`src/rtl/half_subtractor_behavioral_pkg.sv`:
```
// Shared arithmetic-library defaults for the half subtractor leaf.
package half_subtractor_behavioral_pkg;

  localparam int unsigned HS_DEF_WIDTH = 1;
  localparam int unsigned HS_DEF_CNT_W = 8;

endpackage

```
`src/rtl/fs_bit.sv`:
```
// One-bit full subtractor: d = a - b - bin, bout set when the stage borrows.
module fs_bit (
  input  logic a,
  input  logic b,
  input  logic bin,
  output logic d,
  output logic bout
);

  always_comb begin
    d    = a ^ b ^ bin;
    bout = (~a & b) | (~(a ^ b) & bin);
  end

endmodule

```
`src/rtl/half_subtractor_behavioral.sv`:
```
// Width-parameterised half subtractor with combinational result, registered
// copy and a saturating count of borrow cycles.
module half_subtractor_behavioral
  import half_subtractor_behavioral_pkg::*;
#(
  parameter int unsigned WIDTH = HS_DEF_WIDTH,
  parameter int unsigned CNT_W = HS_DEF_CNT_W
) (
  input  logic             clk,
  input  logic             rst_n,
  input  logic [WIDTH-1:0] x,
  input  logic [WIDTH-1:0] y,
  output logic [WIDTH-1:0] diff,
  output logic             c_out,
  output logic [WIDTH-1:0] diff_q,
  output logic             c_out_q,
  output logic [CNT_W-1:0] borrow_cnt
);

  localparam logic [CNT_W-1:0] CNT_MAX = '1;

  generate
    if (WIDTH == 1) begin : g_single
      always_comb begin
        diff  = x ^ y;
        c_out = ~x[0] & y[0];
      end
    end else begin : g_ripple
      logic [WIDTH:0] borrow;

      assign borrow[0] = 1'b0;
      assign c_out     = borrow[WIDTH];

      // Stage 0 sees bin = 0, so it degenerates to a half subtractor.
      for (genvar i = 0; i < WIDTH; i++) begin : g_stage
        fs_bit u_fs (
          .a    (x[i]),
          .b    (y[i]),
          .bin  (borrow[i]),
          .d    (diff[i]),
          .bout (borrow[i+1])
        );
      end
    end
  endgenerate

  always_ff @(posedge clk or negedge rst_n) begin
    if (!rst_n) begin
      diff_q     <= '0;
      c_out_q    <= 1'b0;
      borrow_cnt <= '0;
    end else begin
      diff_q  <= diff;
      c_out_q <= c_out;
      if (c_out && (borrow_cnt != CNT_MAX)) begin
        borrow_cnt <= borrow_cnt + 1'b1;
      end
    end
  end

endmodule

```
`config.mk`:
```
export PLATFORM = sky130hd
export DESIGN_NAME = half_subtractor_behavioral
export DESIGN_NICKNAME = d
export VERILOG_FILES = /design/src/rtl/half_subtractor_behavioral_pkg.sv /design/src/rtl/fs_bit.sv /design/src/rtl/half_subtractor_behavioral.sv
export SDC_FILE = /design/constraint.sdc
export NUM_CORES = 1
export LEC_CHECK = 0
export ABC_AREA = 1
export CAP_MARGIN = 20
export CORE_MARGIN = 10
export CORE_UTILIZATION = 30
export DETAILED_ROUTE_END_ITERATION = 8
export RECOVER_POWER = 25
export SLEW_MARGIN = 15
export SYNTH_ARGS = -nofsm -noshare
export SYNTH_HDL_FRONTEND = slang
export SYNTH_HIERARCHICAL = 1
export SYNTH_SLANG_ARGS = --single-unit
export TNS_END_PERCENT = 5
```
`constraint.sdc`:
```
create_clock -name clk -period 4.1 [get_ports clk]
set_clock_uncertainty 0.2 [all_clocks]
set_input_delay 0.41 -clock clk [delete_from_list [all_inputs] [get_ports clk]]
set_output_delay 0.41 -clock clk [all_outputs]
set_load 0.1 [all_outputs]
```
==> impl_metrics.py, run 1 <==
metrics = {
    "critical_path": {
        "critical_path.endpoint_type": "output port",
        "slowest_stage": "clkdlybuf4s50_1",
        "crit_path_cell_trace": "clkdlybuf4s50_1",
        "timing.critical_path.max_delay_family": "buffers and inverters",
        "cp-start-kind": "flip-flop",
        "rr_startpoint": "borrow_cnt[0]$_DFFE_PN0P_",
        "worst-endpoint-required_ps": 3490,
        "worst-path-buf-inv": 1,
        "worst_path_largest_cell_delay_ps": 1170,
        "ff2ff_path_depth": 8,
        "path_max_fanout": 7,
        "worstSetupPathType": "reg2out",
        "critical_path_arrival_ps": 1880,
        "setup.reg_to_reg.worst_slack_ps": 2520,
        "crit_start": "borrow_cnt[0]$_DFFE_PN0P_",
        "reg2reg_to": "borrow_cnt[4]$_DFFE_PN0P_",
    },
    "detailed_routing": {
        "postRouteAntennaNets": 0,
        "wire_per_inst_um": 10.8,
        "route.detailed.drc": 0,
        "route.detailed.vias_per_inst": 4.13,
        "drt-initial-drc-count": 6,
        "firstDrtPassIters": 4,
        "detailroute.via_count": 450,
        "route.final.wire_length_mm": 1.18,
    },
    "clock_network": {
        "htree_num_levels": 1,
        "root_buffer": "clkbuf_4",
        "cts.path.max_buffers": 2,
        "post-cts-setup-buffer-count": 0,
        "clkSinkCount": 10,
        "clk_latency_ps": 250,
        "cts_made_buffers": 3,
        "post_cts_hold_buffer_count": 0,
        "clk_transition_reported_paths_ps": 60,
        "cts-resized-gates": 0,
        "clock_tree_from_tritoncts": "built",
    },
    "finish": {
        "most_used_cells_in_the_layout_excluding_fill_and_tap_cells": "nand2_1, clkdlybuf4s50_1, dfrtp_1",
        "area.growth.synth_to_final_pct": 36.9,
        "final_cell_area_um2": 738,
        "final_layout_size_suffix_gt1_share_pct": 14.3,
        "antenna_cells": 0,
        "mostFrequentLayoutCell": "nand2_1",
        "seq_area_um2": 250,
        "design.final.nets": 92,
        "multi_input_gate_area_um2": 256,
        "fill_cells": 178,
    },
    "placement": {
        "port_buffers": 15,
        "routabilityCongestion": 0.714,
        "dpl.hpwl_um": 956,
        "placed_area_um2": 716,
    },
    "global_routing": {
        "grt_antenna_before_repair": 0,
        "grt.total_usage_pct": 6.41,
        "pin_count_of_the_biggest_net_entering_global_routing": 11,
        "grt_overflow": 0,
        "via_count_of_the_first_global_routing_pass": 488,
        "grt_pass1_wl_mm": 2.10,
    },
    "timing": {
        "hold_viol_final": 0,
        "slew-limit-headroom_pct": 34.2,
        "fmax_ghz": 0.401,
        "max_slew_violation_count": 0,
        "max_slew.worst_pin.slew_ps": 984,
        "setup_tns_ps": 0,
        "timing.final.crit_share_pct": 60.8,
        "rsz0062_at_grt": "no",
        "endpoints_failing_setup": 0,
        "period_minus_slack_ps": 2490,
    },
    "power": {
        "power.density_nw_per_um2": 641,
        "vdd_ir_drop_max_mv": 0.399,
        "p_leak_nw": 0.366,
    },
    "job": {
        "max_cap_viol_count": 0,
    },
    "die": {
        "core_area_um2": 1710,
        "rows": 15,
        "io_pins": 16,
        "fp.dieArea_um2": 3890,
        "die_y_um": 62.4,
        "floorplan.initialDensity_pct": 31.6,
        "die_w_um": 62.4,
    },
    "synthesis": {
        "synthesis.area_um2": 539,
        "synth_area_leaders": "dfrtp_1, nand2_1, inv_1",
        "yosysUniqueCellTypes": 18,
        "syn_inst": 66,
        "yosysWarningCount": 6,
        "post_synthesis_sequential_element_count": 10,
        "post_synth.cell_area_avg_um2": 8.17,
        "seq_area_frac_synth_pct": 46.4,
        "synth_nets": 72,
        "yosysTopAreaCell": "dfrtp_1",
        "area_share_of_the_largest_cell_type_after_synthesis_pct": 46.4,
    },
    "worst_hold_path": {
        "min_delay_worst_type": "in2async",
    },
    "outcome": {
        "outcome": "complete, no violations",
    },
}
[state kept, by name, summed over array words and instances, names as in the netlist]
| signal | count |
|---|---|
| c_out_q | 1 |
| borrow_cnt | 8 |
| diff_q | 1 |
[metrics by stage]
stage                     hold WS (ps)  util (%)  power (mW)  worst slack [ps]  std cells
after floorplan                  -85.6         -       0.349              1840         66
after global placement             321      41.9       0.411              1890        106
after detailed placement           332      41.9       0.411              1870        106
after CTS                          298      43.2       0.478              1600        109
after global routing               384      43.2       0.502              1550        109
final                              347      43.2       0.473              1610        109
[cell families after synthesis]
group | Yosys count | synth area share, %
compound gates | 3 | 3.02
xor+xnor | 2 | 3.25
fa+ha+maj | 2 | 4.64
buf+inv | 8 | 6.03
flops | 10 | 46.4
simple gates | 41 | 36.7
[where the power goes]
part	switching [mW]	leakage (nW)	internal, mW	total (mW)
combinational	0.205	0.227	0.0592	0.264
sequential	0.0245	0.125	0.119	0.144
clock	0.0316	0.0138	0.0338	0.0654
[routing by layer]
layer | up-vias | global-route usage (%) | share of wire [%]
li1 | 242 | - | -
met3 | 2 | 3.94 | 11
met1 | 195 | 6.86 | 46
met4 | 0 | 2.51 | 1.0
met5 | - | 0 | 0
met2 | 11 | 10.0 | 42
[cell type report]
class                   instances  area share (%)
multi-input cells              48            34.7
flip-flops and latches         10            33.9
repair buffers                 15            19.7
inverters                       8            4.41
well taps                      25            4.24
clock buffers                   3            3.05
[synthesized netlist by cell type (all sizes together)]
master / instances
ha: 2
a31oi: 1
nor3: 1
a21oi: 1
nand2: 28
dfrtp: 10
nor2: 9
inv: 8
xor2: 1
nand3: 3
o21ai: 1
xnor2: 1
[how the worst max path moves through the flow]
| stage | endpoint | slack (ps) | cells after the start |
|---|---|---|---|
| 2_1_floorplan | borrow_cnt[7]$_DFFE_PN0P_ | 1840 | 7 |
| 3_3_place_gp | borrow_cnt[0] | 1890 | 1 |
| 3_5_place_dp | c_out | 1870 | 3 |
| 4_1_cts | borrow_cnt[0] | 1600 | 1 |
| 5_1_grt | borrow_cnt[0] | 1550 | 1 |
| 6_report | borrow_cnt[0] | 1610 | 1 |
(Power assumes the default switching activity.)
==> inputs of run 2 (changes only) <==
Clock period 4.1 ns to 2.2 ns, I/O delays scaled along.
==> impl_metrics.py, run 2 (synthesis gave the netlist of run 1 again) <==
metrics = {
    "outcome": {
        "outcome": "complete, no violations",
    },
    "die": {
        "die_w_um": 62.4,
        "core_area_um2": 1710,
        "rows": 15,
        "die_y_um": 62.4,
        "fp.dieArea_um2": 3890,
        "floorplan.initialDensity_pct": 31.6,
        "io_pins": 16,
    },
    "finish": {
        "most_used_cells_in_the_layout_excluding_fill_and_tap_cells": "nand2_1, buf_4, dfrtp_1",
        "design.final.nets": 92,
        "mostFrequentLayoutCell": "nand2_1",
        "antenna_cells": 0,
        "largest_register_ffs": 8,
        "post_layout_nonfiller_instances": 110,
        "largestRegisters": "borrow_cnt: 8 flops, c_out_q: 1 flops, diff_q: 1 flops",
        "area.growth.synth_to_final_pct": 37.8,
        "final_layout_size_suffix_gt1_share_pct": 27.1,
        "fill_cells": 181,
        "top_register": "borrow_cnt",
    },
    "clock_network": {
        "clk_latency_ps": 270,
        "clock_tree_from_tritoncts": "built",
        "cts.path.max_buffers": 2,
        "post-cts-setup-buffer-count": 0,
        "clk_transition_reported_paths_ps": 70,
        "cts-resized-gates": 0,
        "clkSinkCount": 10,
        "root_buffer": "clkbuf_4",
        "htree_num_levels": 1,
        "cts_made_buffers": 3,
        "post_cts_hold_buffer_count": 0,
    },
    "detailed_routing": {
        "route.detailed.vias_per_inst": 4.13,
        "route.detailed.drc": 0,
        "wire_per_inst_um": 10.9,
        "firstDrtPassIters": 4,
        "route.final.wire_length_mm": 1.19,
        "drt-initial-drc-count": 17,
        "postRouteAntennaNets": 0,
        "detailroute.via_count": 454,
    },
    "timing": {
        "hold-worst-slack_ps": 130,
        "max_slew.worst_pin.slew_ps": 468,
        "endpoints_failing_setup": 0,
        "setup_tns_ps": 0,
        "rsz0062_at_grt": "no",
        "period_minus_slack_ps": 1730,
        "fmax_ghz": 0.578,
        "hold_viol_final": 0,
        "timing.final.crit_share_pct": 78.6,
        "slew-limit-headroom_pct": 68.7,
        "max_slew_violation_count": 0,
    },
    "power": {
        "p_int_uw": 397,
        "power.density_nw_per_um2": 1210,
        "pwr-share-clk_pct": 15.6,
        "p_leak_nw": 0.388,
        "totalPowerFinal_uw": 899,
        "power_frac_seq_pct": 30.2,
        "vdd_ir_drop_max_mv": 1.01,
        "fraction_of_power_consumed_by_combinational_cells_pct": 54.2,
        "switching_pwr_uw": 502,
        "power_switching_share_pct": 55.9,
    },
    "critical_path": {
        "cp-start-kind": "primary input",
        "critical_path.endpoint_type": "output port",
        "critical_path_arrival_ps": 1310,
        "worst-endpoint-required_ps": 1780,
        "path_max_fanout": 6,
        "worstSetupPathType": "in2out",
    },
    "global_routing": {
        "via_count_of_the_first_global_routing_pass": 445,
        "grt_pass1_wl_mm": 2.10,
        "grt_overflow": 0,
        "pin_count_of_the_biggest_net_entering_global_routing": 11,
        "grt.total_usage_pct": 6.67,
        "grt_antenna_before_repair": 0,
    },
    "placement": {
        "dpl.hpwl_um": 936,
        "place.detailed.instances": 106,
        "routabilityCongestion": 0.695,
        "port_buffers": 15,
    },
    "job": {
        "max_cap_viol_count": 0,
    },
    "worst_hold_path": {
        "min_delay_worst_type": "in2async",
    },
}
## run 2: cell count changes in the layout (fill, tap and decap cells not counted)
cell             before  now
clkdlybuf4s50_1      12    2
buf_4                 2   10
buf_12                0    2
clkbuf_1              0    1
dfrtp_1              10    9
dfrtp_2               0    1
## run 2: final timing paths
path,start,end,slack [ps],cells past startpoint
worst min register to register,borrow_cnt[1]$_DFFE_PN0P_,borrow_cnt[1]$_DFFE_PN0P_,340,2
max in group asynchronous,rst_n,borrow_cnt[0]$_DFFE_PN0P_,1330,1
worst max register to register,borrow_cnt[0]$_DFFE_PN0P_,borrow_cnt[4]$_DFFE_PN0P_,670,8
worst max-delay path,y,c_out,470,3
worst min-delay path,rst_n,borrow_cnt[5]$_DFFE_PN0P_,130,1
min in group clk,borrow_cnt[1]$_DFFE_PN0P_,borrow_cnt[1]$_DFFE_PN0P_,340,2
## run 2: power groups by stage
| stage | combinational, mW | sequential (mW) | clock, mW |
|---|---|---|---|
| after floorplan | 0.107 | 0.544 | 0 |
| after global placement | 0.489 | 0.275 | 0 |
| after detailed placement | 0.491 | 0.276 | 0 |
| after CTS | 0.493 | 0.272 | 0.145 |
| after global routing | 0.516 | 0.282 | 0.150 |
| final | 0.487 | 0.271 | 0.141 |
## run 2: stage by stage
stage / area, um^2 / util (%) / setup slack, ps
floorplan: 541 / - / 36.6
global placement: 717 / 42.0 / 349
detailed placement: 717 / 42.0 / 314
CTS: 743 / 43.5 / 456
global route: 743 / 43.5 / 433
finish: 743 / 43.5 / 470
## run 2: layer usage
layer | wire length, um | vias to the layer above | track usage [%]
met5 | 0 | - | 0
met1 | 556 | 195 | 8.11
met4 | 36 | 0 | 5.03
met3 | 102 | 5 | 3.05
met2 | 498 | 14 | 8.85
li1 | - | 240 | -
## run 2: critical path, stage by stage
cell and delay [ps]:
clkdlybuf4s50_1 460, ha_1 390, buf_12 230
## run 2: cell type report
class	count	area (um^2)	share of cell area, %
well taps	25	31.3	4.21
multi-input cells	48	256	34.5
flip-flops and latches	10	251	33.8
inverters	8	32.5	4.38
clock buffers	4	26.3	3.54
repair buffers	15	145	19.5
==> inputs of run 3 (changes only) <==
Clock period 2.2 ns to 1.7 ns, I/O delays scaled along.
==> impl_metrics.py, run 3 (synthesis gave the netlist of run 1 again) <==
metrics = {
    "detailed_routing": {
        "drt-initial-drc-count": 5,
        "wire_per_inst_um": 11.7,
        "detailroute.via_count": 474,
        "firstDrtPassIters": 4,
        "postRouteAntennaNets": 0,
        "route.detailed.vias_per_inst": 4.27,
        "route.final.wire_length_mm": 1.30,
        "route.detailed.drc": 0,
    },
    "critical_path": {
        "worst-endpoint-required_ps": 1330,
        "worstSetupPathType": "in2out",
        "crit_start": "y",
        "cp-start-kind": "primary input",
        "critical_path.endpoint_type": "output port",
        "reg2reg_to": "borrow_cnt[3]$_DFFE_PN0P_",
        "critical_path_arrival_ps": 1190,
        "ff2ff_path_depth": 7,
        "setup.reg_to_reg.worst_slack_ps": 170,
        "path_max_fanout": 5,
        "rr_startpoint": "borrow_cnt[0]$_DFFE_PN0P_",
    },
    "job": {
        "max_cap_viol_count": 0,
    },
    "die": {
        "die_y_um": 62.4,
        "die_w_um": 62.4,
        "core_area_um2": 1710,
        "io_pins": 16,
        "rows": 15,
        "fp.dieArea_um2": 3890,
        "floorplan.initialDensity_pct": 31.6,
    },
    "finish": {
        "design.final.nets": 93,
        "largest_register_ffs": 8,
        "largestRegisters": "borrow_cnt: 8 flops, c_out_q: 1 flops, diff_q: 1 flops",
        "seq_area_um2": 265,
        "area.growth.synth_to_final_pct": 67.7,
        "final_layout_size_suffix_gt1_share_pct": 38.4,
        "mostFrequentLayoutCell": "nand2_1",
        "most_used_cells_in_the_layout_excluding_fill_and_tap_cells": "nand2_1, buf_12, inv_1",
        "fill_cells": 161,
        "multi_input_gate_area_um2": 272,
        "post_layout_nonfiller_instances": 111,
        "top_register": "borrow_cnt",
        "antenna_cells": 0,
        "final_cell_area_um2": 905,
    },
    "timing": {
        "hold-worst-slack_ps": 99.5,
        "fmax_ghz": 0.640,
        "timing.final.crit_share_pct": 92.0,
        "endpoints_failing_setup": 0,
        "period_minus_slack_ps": 1560,
        "rsz0062_at_grt": "no",
        "setup_tns_ps": 0,
        "slew-limit-headroom_pct": 67.8,
        "max_slew_violation_count": 0,
        "max_slew.worst_pin.slew_ps": 482,
        "hold_viol_final": 0,
    },
    "global_routing": {
        "grt_overflow": 0,
        "grt_pass1_wl_mm": 2.31,
        "groute.layer.met2.usage_pct": 10.9,
        "grt.total_usage_pct": 6.86,
        "grt_antenna_before_repair": 0,
        "grt_util_met1_pct": 7.61,
        "global_route.peak_usage_layer": "met2",
        "pin_count_of_the_biggest_net_entering_global_routing": 11,
        "global_route.usage.met3_pct": 4.12,
        "via_count_of_the_first_global_routing_pass": 528,
    },
    "placement": {
        "place.detailed.instances": 107,
        "routabilityCongestion": 0.745,
        "dpl.hpwl_mm": 1.06,
        "placed_area_um2": 878,
        "port_buffers": 15,
    },
    "clock_network": {
        "clk_latency_ps": 260,
        "htree_num_levels": 1,
        "cts_made_buffers": 3,
        "cts-resized-gates": 0,
        "clkSinkCount": 10,
        "root_buffer": "clkbuf_4",
        "post-cts-setup-buffer-count": 0,
        "post_cts_hold_buffer_count": 0,
        "cts.path.max_buffers": 2,
        "clock_tree_from_tritoncts": "built",
        "clk_transition_reported_paths_ps": 70,
    },
    "power": {
        "p_leak_nw": 0.420,
        "switching_pwr_uw": 685,
        "fraction_of_power_consumed_by_combinational_cells_pct": 57.1,
        "power_switching_share_pct": 50.8,
        "totalPowerFinal_mw": 1.35,
        "power_frac_seq_pct": 30.0,
        "p_int_uw": 662,
        "pwr-share-clk_pct": 12.9,
        "power.density_nw_per_um2": 1490,
        "vdd_ir_drop_max_mv": 1.34,
    },
    "worst_hold_path": {
        "min_delay_worst_type": "in2async",
    },
    "outcome": {
        "outcome": "complete, no violations",
    },
}
## run 3: changes by cell type in the layout (fill, tap and decap cells not counted)
cell	before	now
dfrtp_2	1	6
dfrtp_1	9	2
ha_4	0	1
buf_4	10	1
ha_2	0	1
dfrtp_4	0	2
ha_1	2	0
buf_12	2	12
## run 3: worst max path at each step
stage | endpoint | slack, ps | cells past startpoint
6_report | c_out | 140 | 4
3_5_place_dp | borrow_cnt[3]$_DFFE_PN0P_ | 100 | 7
5_1_grt | diff | 90 | 5
2_1_floorplan | borrow_cnt[4]$_DFFE_PN0P_ | 20 | 8
4_1_cts | diff | 130 | 5
3_3_place_gp | borrow_cnt[7]$_DFFE_PN0P_ | 140 | 7
## run 3: layer usage
metal | vias to the layer above | wire (um)
met5 | - | 0
met4 | 0 | 13
met3 | 2 | 134
met2 | 15 | 617
met1 | 217 | 536
li1 | 240 | -
## run 3: final cells by class
type / count / area share [%]
Timing Repair Buffer: 16 / 30.7
Multi-Input combinational cell: 48 / 30.0
Tap cell: 25 / 3.46
Sequential cell: 10 / 29.3
Clock buffer: 4 / 2.90
Inverter: 8 / 3.60
## run 3: critical path: stages
cell	delay, ps
clkdlybuf4s50_1	460
ha_2	210
buf_4	170
buf_12	180
## run 3: power by group through the flow
stage | sequential (mW) | clock (mW) | combinational (mW)
finish | 0.404 | 0.174 | 0.769
global route | 0.416 | 0.185 | 0.806
CTS | 0.405 | 0.175 | 0.777
detailed placement | 0.408 | 0 | 0.773
global placement | 0.407 | 0 | 0.767
floorplan | 0.729 | 0 | 0.143
## run 3: metrics by stage
| stage | util [%] | setup WS (ps) |
|---|---|---|
| 2_1_floorplan | - | 22.4 |
| 3_3_place_gp | 51.4 | 139 |
| 3_5_place_dp | 51.4 | 97.2 |
| 4_1_cts | 53.0 | 127 |
| 5_1_grt | 53.0 | 86.5 |
| 6_report | 53.0 | 137 |
